**src/rtl/conv_pkg.sv**
```systemverilog
// Shared types and helpers for the parametrised convolution engine.
package conv_pkg;

   typedef enum logic [2:0] {
      ST_IDLE = 3'd0,
      ST_MAC  = 3'd1,
      ST_SUM  = 3'd2,
      ST_OUT  = 3'd3,
      ST_DONE = 3'd4
   } state_e;

   localparam logic WR_SEL_IMG = 1'b0;
   localparam logic WR_SEL_KER = 1'b1;

   // Index width for n items, never narrower than one bit.
   function automatic int idx_w(input int n);
      return (n <= 1) ? 1 : $clog2(n);
   endfunction

endpackage

```
**src/rtl/conv_lane.sv**
```systemverilog
// One multiply-accumulate lane; accumulates full-width products modulo 2^ACCW.
module conv_lane #(
   parameter int DW   = 8,
   parameter int ACCW = 8
) (
   input  logic            clk,
   input  logic            rst,
   input  logic            clear,
   input  logic            en,
   input  logic [DW-1:0]   din,
   input  logic [DW-1:0]   win,
   output logic [ACCW-1:0] acc
);

   localparam int SW = (2 * DW > ACCW) ? 2 * DW : ACCW;

   logic [ACCW-1:0] acc_q;
   logic [ACCW-1:0] acc_d;

   always_comb begin
      acc_d = acc_q;
      if (clear) begin
         acc_d = '0;
      end else if (en) begin
         acc_d = ACCW'(SW'(acc_q) + SW'(din) * SW'(win));
      end
   end

   always_ff @(posedge clk) begin
      if (rst) begin
         acc_q <= '0;
      end else begin
         acc_q <= acc_d;
      end
   end

   assign acc = acc_q;

endmodule

```
**src/rtl/conv_sa_engine.sv**
```systemverilog
// Valid-convolution engine: register-held image and kernel, K row-parallel MAC lanes,
// raster-order results over a valid/ready handshake with a run-time cycle counter.
module conv_sa_engine
   import conv_pkg::*;
#(
   parameter int DW   = 8,
   parameter int ACCW = 8,
   parameter int IMG  = 4,
   parameter int K    = 3,
   parameter int AW   = idx_w(IMG * IMG),
   localparam int OW  = idx_w(IMG - K + 1)
) (
   input  logic            clk,
   input  logic            rst,
   input  logic            wr_en,
   input  logic            wr_sel,
   input  logic [AW-1:0]   wr_addr,
   input  logic [DW-1:0]   wr_data,
   input  logic            start,
   output logic            busy,
   output logic            done,
   output logic            out_valid,
   input  logic            out_ready,
   output logic [ACCW-1:0] out_data,
   output logic [OW-1:0]   out_row,
   output logic [OW-1:0]   out_col,
   output logic [31:0]     cycle_count
);

   localparam int NIMG = IMG * IMG;
   localparam int NKER = K * K;
   localparam int IAW  = idx_w(NIMG);
   localparam int KAW  = idx_w(NKER);
   localparam int KW   = idx_w(K);
   localparam logic [OW-1:0] LAST = OW'(IMG - K);
   localparam logic [KW-1:0] JLAST = KW'(K - 1);

   state_e          state_q, state_d;
   logic [OW-1:0]   r_q, r_d;
   logic [OW-1:0]   c_q, c_d;
   logic [KW-1:0]   j_q, j_d;
   logic [DW-1:0]   img_q [NIMG];
   logic [DW-1:0]   img_d [NIMG];
   logic [DW-1:0]   ker_q [NKER];
   logic [DW-1:0]   ker_d [NKER];
   logic            out_valid_q, out_valid_d;
   logic [ACCW-1:0] out_data_q, out_data_d;
   logic [OW-1:0]   out_row_q, out_row_d;
   logic [OW-1:0]   out_col_q, out_col_d;
   logic [31:0]     cyc_q, cyc_d;

   logic            lane_clear;
   logic            lane_en;
   logic [DW-1:0]   lane_din [K];
   logic [DW-1:0]   lane_win [K];
   logic [ACCW-1:0] lane_acc [K];
   logic [ACCW-1:0] acc_sum;
   logic            idle_like;

   assign idle_like = (state_q == ST_IDLE) || (state_q == ST_DONE);

   // Lane i sees image row r+i and kernel row i at tap column j.
   always_comb begin
      for (int i = 0; i < K; i++) begin
         lane_din[i] = img_q[IAW'((int'(r_q) + i) * IMG + int'(c_q) + int'(j_q))];
         lane_win[i] = ker_q[KAW'(i * K + int'(j_q))];
      end
      acc_sum = '0;
      for (int i = 0; i < K; i++) begin
         acc_sum = acc_sum + lane_acc[i];
      end
   end

   for (genvar gi = 0; gi < K; gi++) begin : g_lane
      conv_lane #(
         .DW   (DW),
         .ACCW (ACCW)
      ) u_lane (
         .clk   (clk),
         .rst   (rst),
         .clear (lane_clear),
         .en    (lane_en),
         .din   (lane_din[gi]),
         .win   (lane_win[gi]),
         .acc   (lane_acc[gi])
      );
   end

   always_comb begin
      state_d     = state_q;
      r_d         = r_q;
      c_d         = c_q;
      j_d         = j_q;
      img_d       = img_q;
      ker_d       = ker_q;
      out_valid_d = out_valid_q;
      out_data_d  = out_data_q;
      out_row_d   = out_row_q;
      out_col_d   = out_col_q;
      cyc_d       = cyc_q;
      lane_clear  = 1'b0;
      lane_en     = 1'b0;

      // Writes land in the same edge as a start, so the run sees the new value.
      if (idle_like && wr_en) begin
         if (wr_sel == WR_SEL_IMG && int'(wr_addr) < NIMG) begin
            img_d[IAW'(wr_addr)] = wr_data;
         end else if (wr_sel == WR_SEL_KER && int'(wr_addr) < NKER) begin
            ker_d[KAW'(wr_addr)] = wr_data;
         end
      end

      if (state_q == ST_MAC || state_q == ST_SUM || state_q == ST_OUT) begin
         if (cyc_q != 32'hFFFF_FFFF) begin
            cyc_d = cyc_q + 32'd1;
         end
      end

      case (state_q)
         ST_IDLE, ST_DONE: begin
            if (start) begin
               state_d    = ST_MAC;
               r_d        = '0;
               c_d        = '0;
               j_d        = '0;
               cyc_d      = '0;
               lane_clear = 1'b1;
            end
         end
         ST_MAC: begin
            lane_en = 1'b1;
            if (j_q == JLAST) begin
               j_d     = '0;
               state_d = ST_SUM;
            end else begin
               j_d = j_q + KW'(1);
            end
         end
         ST_SUM: begin
            out_data_d  = acc_sum;
            out_row_d   = r_q;
            out_col_d   = c_q;
            out_valid_d = 1'b1;
            state_d     = ST_OUT;
         end
         ST_OUT: begin
            if (out_ready) begin
               out_valid_d = 1'b0;
               lane_clear  = 1'b1;
               if (r_q == LAST && c_q == LAST) begin
                  state_d = ST_DONE;
               end else begin
                  state_d = ST_MAC;
                  if (c_q == LAST) begin
                     c_d = '0;
                     r_d = r_q + OW'(1);
                  end else begin
                     c_d = c_q + OW'(1);
                  end
               end
            end
         end
         default: state_d = ST_IDLE;
      endcase
   end

   always_ff @(posedge clk) begin
      if (rst) begin
         state_q     <= ST_IDLE;
         r_q         <= '0;
         c_q         <= '0;
         j_q         <= '0;
         out_valid_q <= 1'b0;
         out_data_q  <= '0;
         out_row_q   <= '0;
         out_col_q   <= '0;
         cyc_q       <= '0;
         for (int i = 0; i < NIMG; i++) img_q[i] <= '0;
         for (int i = 0; i < NKER; i++) ker_q[i] <= '0;
      end else begin
         state_q     <= state_d;
         r_q         <= r_d;
         c_q         <= c_d;
         j_q         <= j_d;
         out_valid_q <= out_valid_d;
         out_data_q  <= out_data_d;
         out_row_q   <= out_row_d;
         out_col_q   <= out_col_d;
         cyc_q       <= cyc_d;
         img_q       <= img_d;
         ker_q       <= ker_d;
      end
   end

   assign busy        = !idle_like;
   assign done        = (state_q == ST_DONE);
   assign out_valid   = out_valid_q;
   assign out_data    = out_data_q;
   assign out_row     = out_row_q;
   assign out_col     = out_col_q;
   assign cycle_count = cyc_q;

endmodule

```
**config.mk**
```make
export PLATFORM = sky130hd
export DESIGN_NAME = conv_sa_engine
export DESIGN_NICKNAME = d
export VERILOG_FILES = /design/src/rtl/conv_pkg.sv /design/src/rtl/conv_lane.sv /design/src/rtl/conv_sa_engine.sv
export SDC_FILE = /design/constraint.sdc
export NUM_CORES = 1
export LEC_CHECK = 0
export ABC_AREA = 1
export CORE_MARGIN = 4
export CORE_UTILIZATION = 53
export DETAILED_ROUTE_END_ITERATION = 7
export DONT_BUFFER_PORTS = 1
export PLACE_DENSITY = 0.72
export SLEW_MARGIN = 10
export SYNTH_ARGS = -nofsm -noshare
export SYNTH_HDL_FRONTEND = slang
export SYNTH_SLANG_ARGS = --single-unit
```
**constraint.sdc**
```tcl
create_clock -name clk -period 13.9 [get_ports clk]
set_input_delay 2.78 -clock clk [delete_from_list [all_inputs] [get_ports clk]]
set_output_delay 2.78 -clock clk [all_outputs]
set_load 0.005 [all_outputs]
```
==> impl_metrics.env, run 1 <==
export IMPL_insertedDiodeCount=0
export IMPL_final_max_slew_viol_count=0
export IMPL_ff2ff_setup_slack_ns=6.94
export IMPL_dieArea_mm2=0.0346
export IMPL_clock_sinks=274
export IMPL_fill_cells=2931
export IMPL_yosys_top_cells_area="dfxtp_1 33%, nand2_1 11%, a21oi_1 8.6%"
export IMPL_hold_slack_ns=0.455
export IMPL_crit_path_frequent_cell="nand2_1"
export IMPL_rsz0062_at_grt="no"
export IMPL_initial_utilization_pct=54.3
export IMPL_hpwlAfterDp_mm=34.3
export IMPL_finalHoldViolations=0
export IMPL_power_mw=2.99
export IMPL_final_common_cell="nand2_1"
export IMPL_clockBufferDepth=3
export IMPL_path_class="flip-flop to flip-flop"
export IMPL_path_delay_family="adder cells"
export IMPL_relSlewSlack_pct=20.0
export IMPL_worstPathRequired_ns=14.36
export IMPL_cts_max_level=1
export IMPL_power_leakage_nw=7.49
export IMPL_hold_class="flip-flop to flip-flop"
export IMPL_outcome="finished, final reports clean"
export IMPL_fin_skew_ns=0.0162
export IMPL_fp_dieW_um=186
export IMPL_synth_top_area_cell="dfxtp_1"
export IMPL_worstReg2RegEnd="g_lane[0].u_lane.acc[7]"
export IMPL_crit_slowest_cell="buf_4"
export IMPL_cp_end_kind="flip-flop"
export IMPL_worst_path_largest_cell_delay_ns=0.59
export IMPL_postCtsHoldBufs=0
export IMPL_cts_buffers_inserted=30
export IMPL_finalSetupTns_ns=0
export IMPL_core_area_mm2=0.0309
export IMPL_ys_warn_count=0
export IMPL_grt_max_degree=129
export IMPL_clk_pin_slew_ns=0.06
export IMPL_drv_cap=0
export IMPL_via_per_inst=5.67
export IMPL_worstSetupStartpoint="j_q[0]"
export IMPL_num_vias=15383
export IMPL_yosysTopAreaCellShare_pct=32.7
export IMPL_synth_flop_cell="dfxtp_1"
export IMPL_cts_tree="done"
export IMPL_die_y_um=186
export IMPL_startpoint_type="flip-flop"
export IMPL_cts_root_buf="clkbuf_16"
export IMPL_seq_area_mm2=0.00549
export IMPL_place_port_buffers=0
export IMPL_drt_initial_drc_count=1455
export IMPL_fin_crit_sh_pct=50.1
export IMPL_ys_seq_elements=274
export IMPL_yosysSeqAreaShare_pct=32.7
export IMPL_multi_input_comb_area_mm2=0.00948
export IMPL_antenna_found_initial=0
export IMPL_grt_pass1_vias=14311
export IMPL_rows=64
export IMPL_avgSynthCellArea_um2=7.08
export IMPL_synth_async_reset_ratio_pct=0
export IMPL_fin_ws_ns=6.94
export IMPL_drc_errors=0
export IMPL_syn_inst=2372
export IMPL_setup_viol=0
export IMPL_path_max_fanout=82
export IMPL_area_delta_synth_final_pct=5.78
export IMPL_arrival_ns=7.42
export IMPL_post_cts_buffers=0
export IMPL_grt_first_pass_wirelength_mm=76.4
export IMPL_route_detailed_wl_per_inst_um=17.6
export IMPL_place_ws_ns=6.98
export IMPL_gr_total_overflow=0
export IMPL_place_gp_congestion=0.929
export IMPL_first_pass_iters=7
export IMPL_synthDistinctLibCells=56
export IMPL_drive_above_1_share_pct=5.01
export IMPL_clk_latency_ns=0.58
export IMPL_cts_resized=0
export IMPL_ant_nets=0
export IMPL_worst_pin_slew_ns=1.20
export IMPL_wirelength_mm=47.7
export IMPL_layout_nets=2442
export IMPL_ios=63
export IMPL_synth_area_mm2=0.0168
export IMPL_grt_util_all_layers_pct=27.4
export IMPL_cp_num_cells=33
export IMPL_timing_critical_path_to="g_lane[0].u_lane.acc[7]"
export IMPL_r2r_start="j_q[0]"
export IMPL_fin_crit_ns=6.96
export IMPL_syn_num_nets=2516
export IMPL_synth_enable_flop_cells=0
export IMPL_fmax_mhz=144
export IMPL_cp_num_buf_inv=6
export IMPL_power_density_mw_per_mm2=168
export IMPL_reg2reg_depth=33
export IMPL_final_cell_mix="471 x nand2_1, 295 x inv_1, 289 x a21oi_1"
export IMPL_peakVddDrop_mv=0.137
==> area by class of cell <==
type	count	area share, %
Clock buffer	47	5.09
Clock inverter	4	0.550
Inverter	318	6.79
Multi-Input combinational cell	1662	53.4
Sequential cell	274	30.9
Tap cell	396	2.79
Timing Repair Buffer	12	0.507
==> state kept, by name, summed over array words and instances (netlist names) <==
register,cells
r_q,1
cycle_count,32
ker_q,72
g_lane.u_lane.acc,24
out_data,8
out_col,1
state_q,3
c_q,1
j_q,2
out_row,1
img_q,128
out_valid,1
==> cell families after synthesis <==
group	after synthesis	share of synthesized area (%)
AND/OR/NAND/NOR	897	23.1
AO/OA/AOI/OAI	597	18.8
XOR/XNOR	42	2.33
buffers and inverters	436	11.0
flip-flops	274	32.7
adder cells (fa/ha/maj)	126	12.2
==> power breakdown <==
group	leakage, nW	internal (mW)	switching [mW]	total, mW
Sequential	2.21	0.828	0.0457	0.874
Combinational	4.79	0.379	0.933	1.31
Clock	0.484	0.480	0.323	0.804
==> layer usage <==
metal	global-route usage (%)	routed length, um	vias up
li1	-	-	7574
met1	37.6	20800	7164
met2	45.0	21700	574
met3	4.32	3740	71
met4	7.37	1440	0
met5	0	0	-
==> tightest hold or removal path, stage by stage (launching register included) <==
cell     delay [ns]
dfxtp_1        0.30
inv_1          0.06
a21oi_1        0.05
==> how the worst min path moves through the flow <==
stage,startpoint,end,depth (start not counted)
after floorplan,ker_q[27],ker_q[27],2
after global placement,img_q[72],img_q[72],2
after detailed placement,ker_q[24],ker_q[24],2
after CTS,ker_q[24],ker_q[24],2
after global routing,img_q[80],img_q[80],2
final,img_q[80],img_q[80],2
==> cells in the mapped netlist, types with 2 or more instances <==
| master | count |
|---|---|
| buf_12 | 2 |
| or2_0 | 2 |
| buf_6 | 10 |
| nor3_2 | 3 |
| nand2_1 | 471 |
| a311oi_1 | 2 |
| nand2_4 | 2 |
| o2bb2ai_1 | 2 |
| inv_2 | 11 |
| a21o_1 | 3 |
| nand4_1 | 14 |
| ha_1 | 64 |
| nor4_1 | 6 |
| o21a_1 | 9 |
| buf_4 | 11 |
| inv_4 | 4 |
| nand3b_1 | 7 |
| a211oi_1 | 12 |
| xor2_1 | 22 |
| nand2_2 | 8 |
| buf_1 | 3 |
| a21oi_1 | 289 |
| inv_1 | 296 |
| o21ai_0 | 249 |
| nor2_1 | 151 |
| nor3_1 | 11 |
| or2_2 | 9 |
| clkbuf_1 | 58 |
| o211ai_1 | 9 |
| o21ai_1 | 5 |
| buf_2 | 34 |
| clkinv_1 | 7 |
| nand3_1 | 195 |
| nand3_2 | 2 |
| xnor2_1 | 18 |
| o21bai_1 | 4 |
| nor2_2 | 11 |
| fa_1 | 62 |
| a31oi_1 | 4 |
| dfxtp_1 | 274 |
==> stage by stage <==
stage | instance area, um^2 | instances | util (%)
after floorplan | 16800 | 2372 | -
after global placement | 16800 | 2662 | 54.2
after detailed placement | 16800 | 2662 | 54.2
after CTS | 17800 | 2713 | 57.4
after global routing | 17800 | 2713 | 57.4
final | 17800 | 2713 | 57.4
(Power assumes the default switching activity.)
==> inputs of run 2 (changes only) <==
PLACE_DENSITY = 0.75   (was 0.72)
clock period = 5.77 ns   (was 13.9 ns; I/O delays follow)
==> run 2 against run 1 <==
Effect of this change: sequential share of layout area is 0.78 points lower; die area stayed put; worst hold slack worse by 0.0066 ns; utilization is 1.5 points higher; sequential power is 140% higher; final area is 2.6% higher; total power grew to 2.6 times the previous value; via count is 2.4% higher; critical endpoint is now g_lane[1].u_lane.acc[7]; highest routed layer unchanged.
==> impl_metrics.env, run 2 (synthesis gave the netlist of run 1 again) <==
export IMPL_clockBufferDepth=3
export IMPL_arrival_ns=5.95
export IMPL_cts_tree="done"
export IMPL_final_max_slew_viol_count=0
export IMPL_crit_slowest_cell="fa_1"
export IMPL_via_per_inst=5.75
export IMPL_clock_sinks=274
export IMPL_fin_ws_ns=0.296
export IMPL_relSlewSlack_pct=17.6
export IMPL_clk_latency_ns=0.57
export IMPL_antenna_found_initial=0
export IMPL_final_common_cell="nand2_1"
export IMPL_grt_max_degree=126
export IMPL_area_delta_synth_final_pct=8.55
export IMPL_num_vias=15748
export IMPL_clk_pin_slew_ns=0.06
export IMPL_regMostFlops="img_q"
export IMPL_cts_max_level=1
export IMPL_grt_util_all_layers_pct=27.6
export IMPL_finalHoldViolations=0
export IMPL_startpoint_type="flip-flop"
export IMPL_drv_cap=0
export IMPL_insertedDiodeCount=0
export IMPL_setup_viol=0
export IMPL_worst_pin_slew_ns=1.23
export IMPL_fp_dieW_um=186
export IMPL_hold_class="flip-flop to flip-flop"
export IMPL_gr_total_overflow=0
export IMPL_final_cell_mix="465 x nand2_1, 292 x inv_1, 287 x a21oi_1"
export IMPL_ant_nets=0
export IMPL_die_y_um=186
export IMPL_cp_end_kind="flip-flop"
export IMPL_place_ws_ns=0.145
export IMPL_stdcell_count=2737
export IMPL_worst_path_largest_cell_delay_ns=0.55
export IMPL_fin_crit_sh_pct=94.9
export IMPL_r2r_start="j_q[0]"
export IMPL_core_area_mm2=0.0309
export IMPL_dieArea_mm2=0.0346
export IMPL_power_leakage_nw=7.69
export IMPL_drt_initial_drc_count=1312
export IMPL_worstPathRequired_ns=6.24
export IMPL_initial_utilization_pct=54.3
export IMPL_crit_path_frequent_cell="nand2_1"
export IMPL_power_density_mw_per_mm2=419
export IMPL_hp_start="ker_q[27]"
export IMPL_peakVddDrop_mv=0.306
export IMPL_route_detailed_wl_per_inst_um=17.6
export IMPL_path_class="flip-flop to flip-flop"
export IMPL_place_inst=2680
export IMPL_ios=63
export IMPL_grt_first_pass_wirelength_mm=77.3
export IMPL_place_port_buffers=0
export IMPL_first_pass_iters=6
export IMPL_wirelength_mm=48.1
export IMPL_hpwlAfterDp_mm=34.5
export IMPL_rows=64
export IMPL_layout_nets=2463
export IMPL_grt_pass1_vias=14627
export IMPL_worstSetupStartpoint="j_q[0]"
export IMPL_drc_errors=0
export IMPL_cts_root_buf="clkbuf_16"
export IMPL_fin_crit_ns=5.47
export IMPL_cts_buffers_inserted=31
export IMPL_largest_reg_flops=128
export IMPL_path_max_fanout=8
export IMPL_place_gp_congestion=0.954
export IMPL_fmax_mhz=183
export IMPL_outcome="finished, final reports clean"
export IMPL_fin_skew_ns=0.0151
export IMPL_drive_above_1_share_pct=7.22
run 2: cell types whose count changed in the layout (fill, tap and decap cells not counted), moves of 4 or more:
cell and change:
nand3_1 -7, nand3_2 +7, bufinv_16 +4, nand2_1 -6, nand2_2 +5, buf_4 +12
clkinv_2 +4
run 2: per-layer routing:
| layer | track usage, % | vias up | wire [um] |
|---|---|---|---|
| li1 | - | 7623 | - |
| met1 | 37.4 | 7315 | 20300 |
| met2 | 43.8 | 672 | 21600 |
| met3 | 4.26 | 138 | 3900 |
| met4 | 12.1 | 0 | 2380 |
| met5 | 0 | - | 0 |
run 2: path summary, 6_finish.rpt:
| check | end | slack, ns | depth (start not counted) |
|---|---|---|---|
| worst max register to register | g_lane[1].u_lane.acc[7] | 0.30 | 32 |
| worst min-delay path | ker_q[27] | 0.45 | 2 |
| worst min register to register | ker_q[27] | 0.45 | 2 |
| worst max-delay path | g_lane[1].u_lane.acc[7] | 0.30 | 32 |
run 2: cell type report:
class                      instances  area, um^2
clock buffer                      42         877
sequential                       274        5490
timing repair buffer              32         330
clock inverter                    13         225
tap                              396         495
fill                            2829       12700
multi-input combinational       1662        9590
inverter                         318        1220
run 2: timing repair:
item | 4_1_cts | 5_1_grt
setup buffers | 0 | 0
endpoints found under the setup margin | 0 | 3
gates resized for setup | 0 | 37
hold buffers | 0 | 0
run 2: through the flow:
step	utilization, %	hold WS, ns	total power [mW]	setup TNS (ns)	area, um^2
floorplan	-	0.425	4.60	0	16800
global placement	54.8	0.439	5.31	0	16900
detailed placement	54.8	0.441	5.38	0	16900
CTS	58.3	0.449	7.52	0	18000
global route	58.9	0.465	8.14	-0.0216	18200
finish	58.9	0.448	7.64	0	18200
run 2: power by group:
part,switching (mW),total (mW),leakage [nW],internal [mW]
sequential,0.112,2.11,2.21,2.00
clock,0.807,2.13,0.540,1.32
combinational,2.34,3.40,4.94,1.06
run 2: worst max-delay path: cells and delay by family, from the launching register on:
family | cells | cell delay, ns
buf+inv | 8 | 0.54
fa+ha+maj | 7 | 2.88
compound gates | 2 | 0.39
flops | 1 | 0.36
simple gates | 15 | 1.20
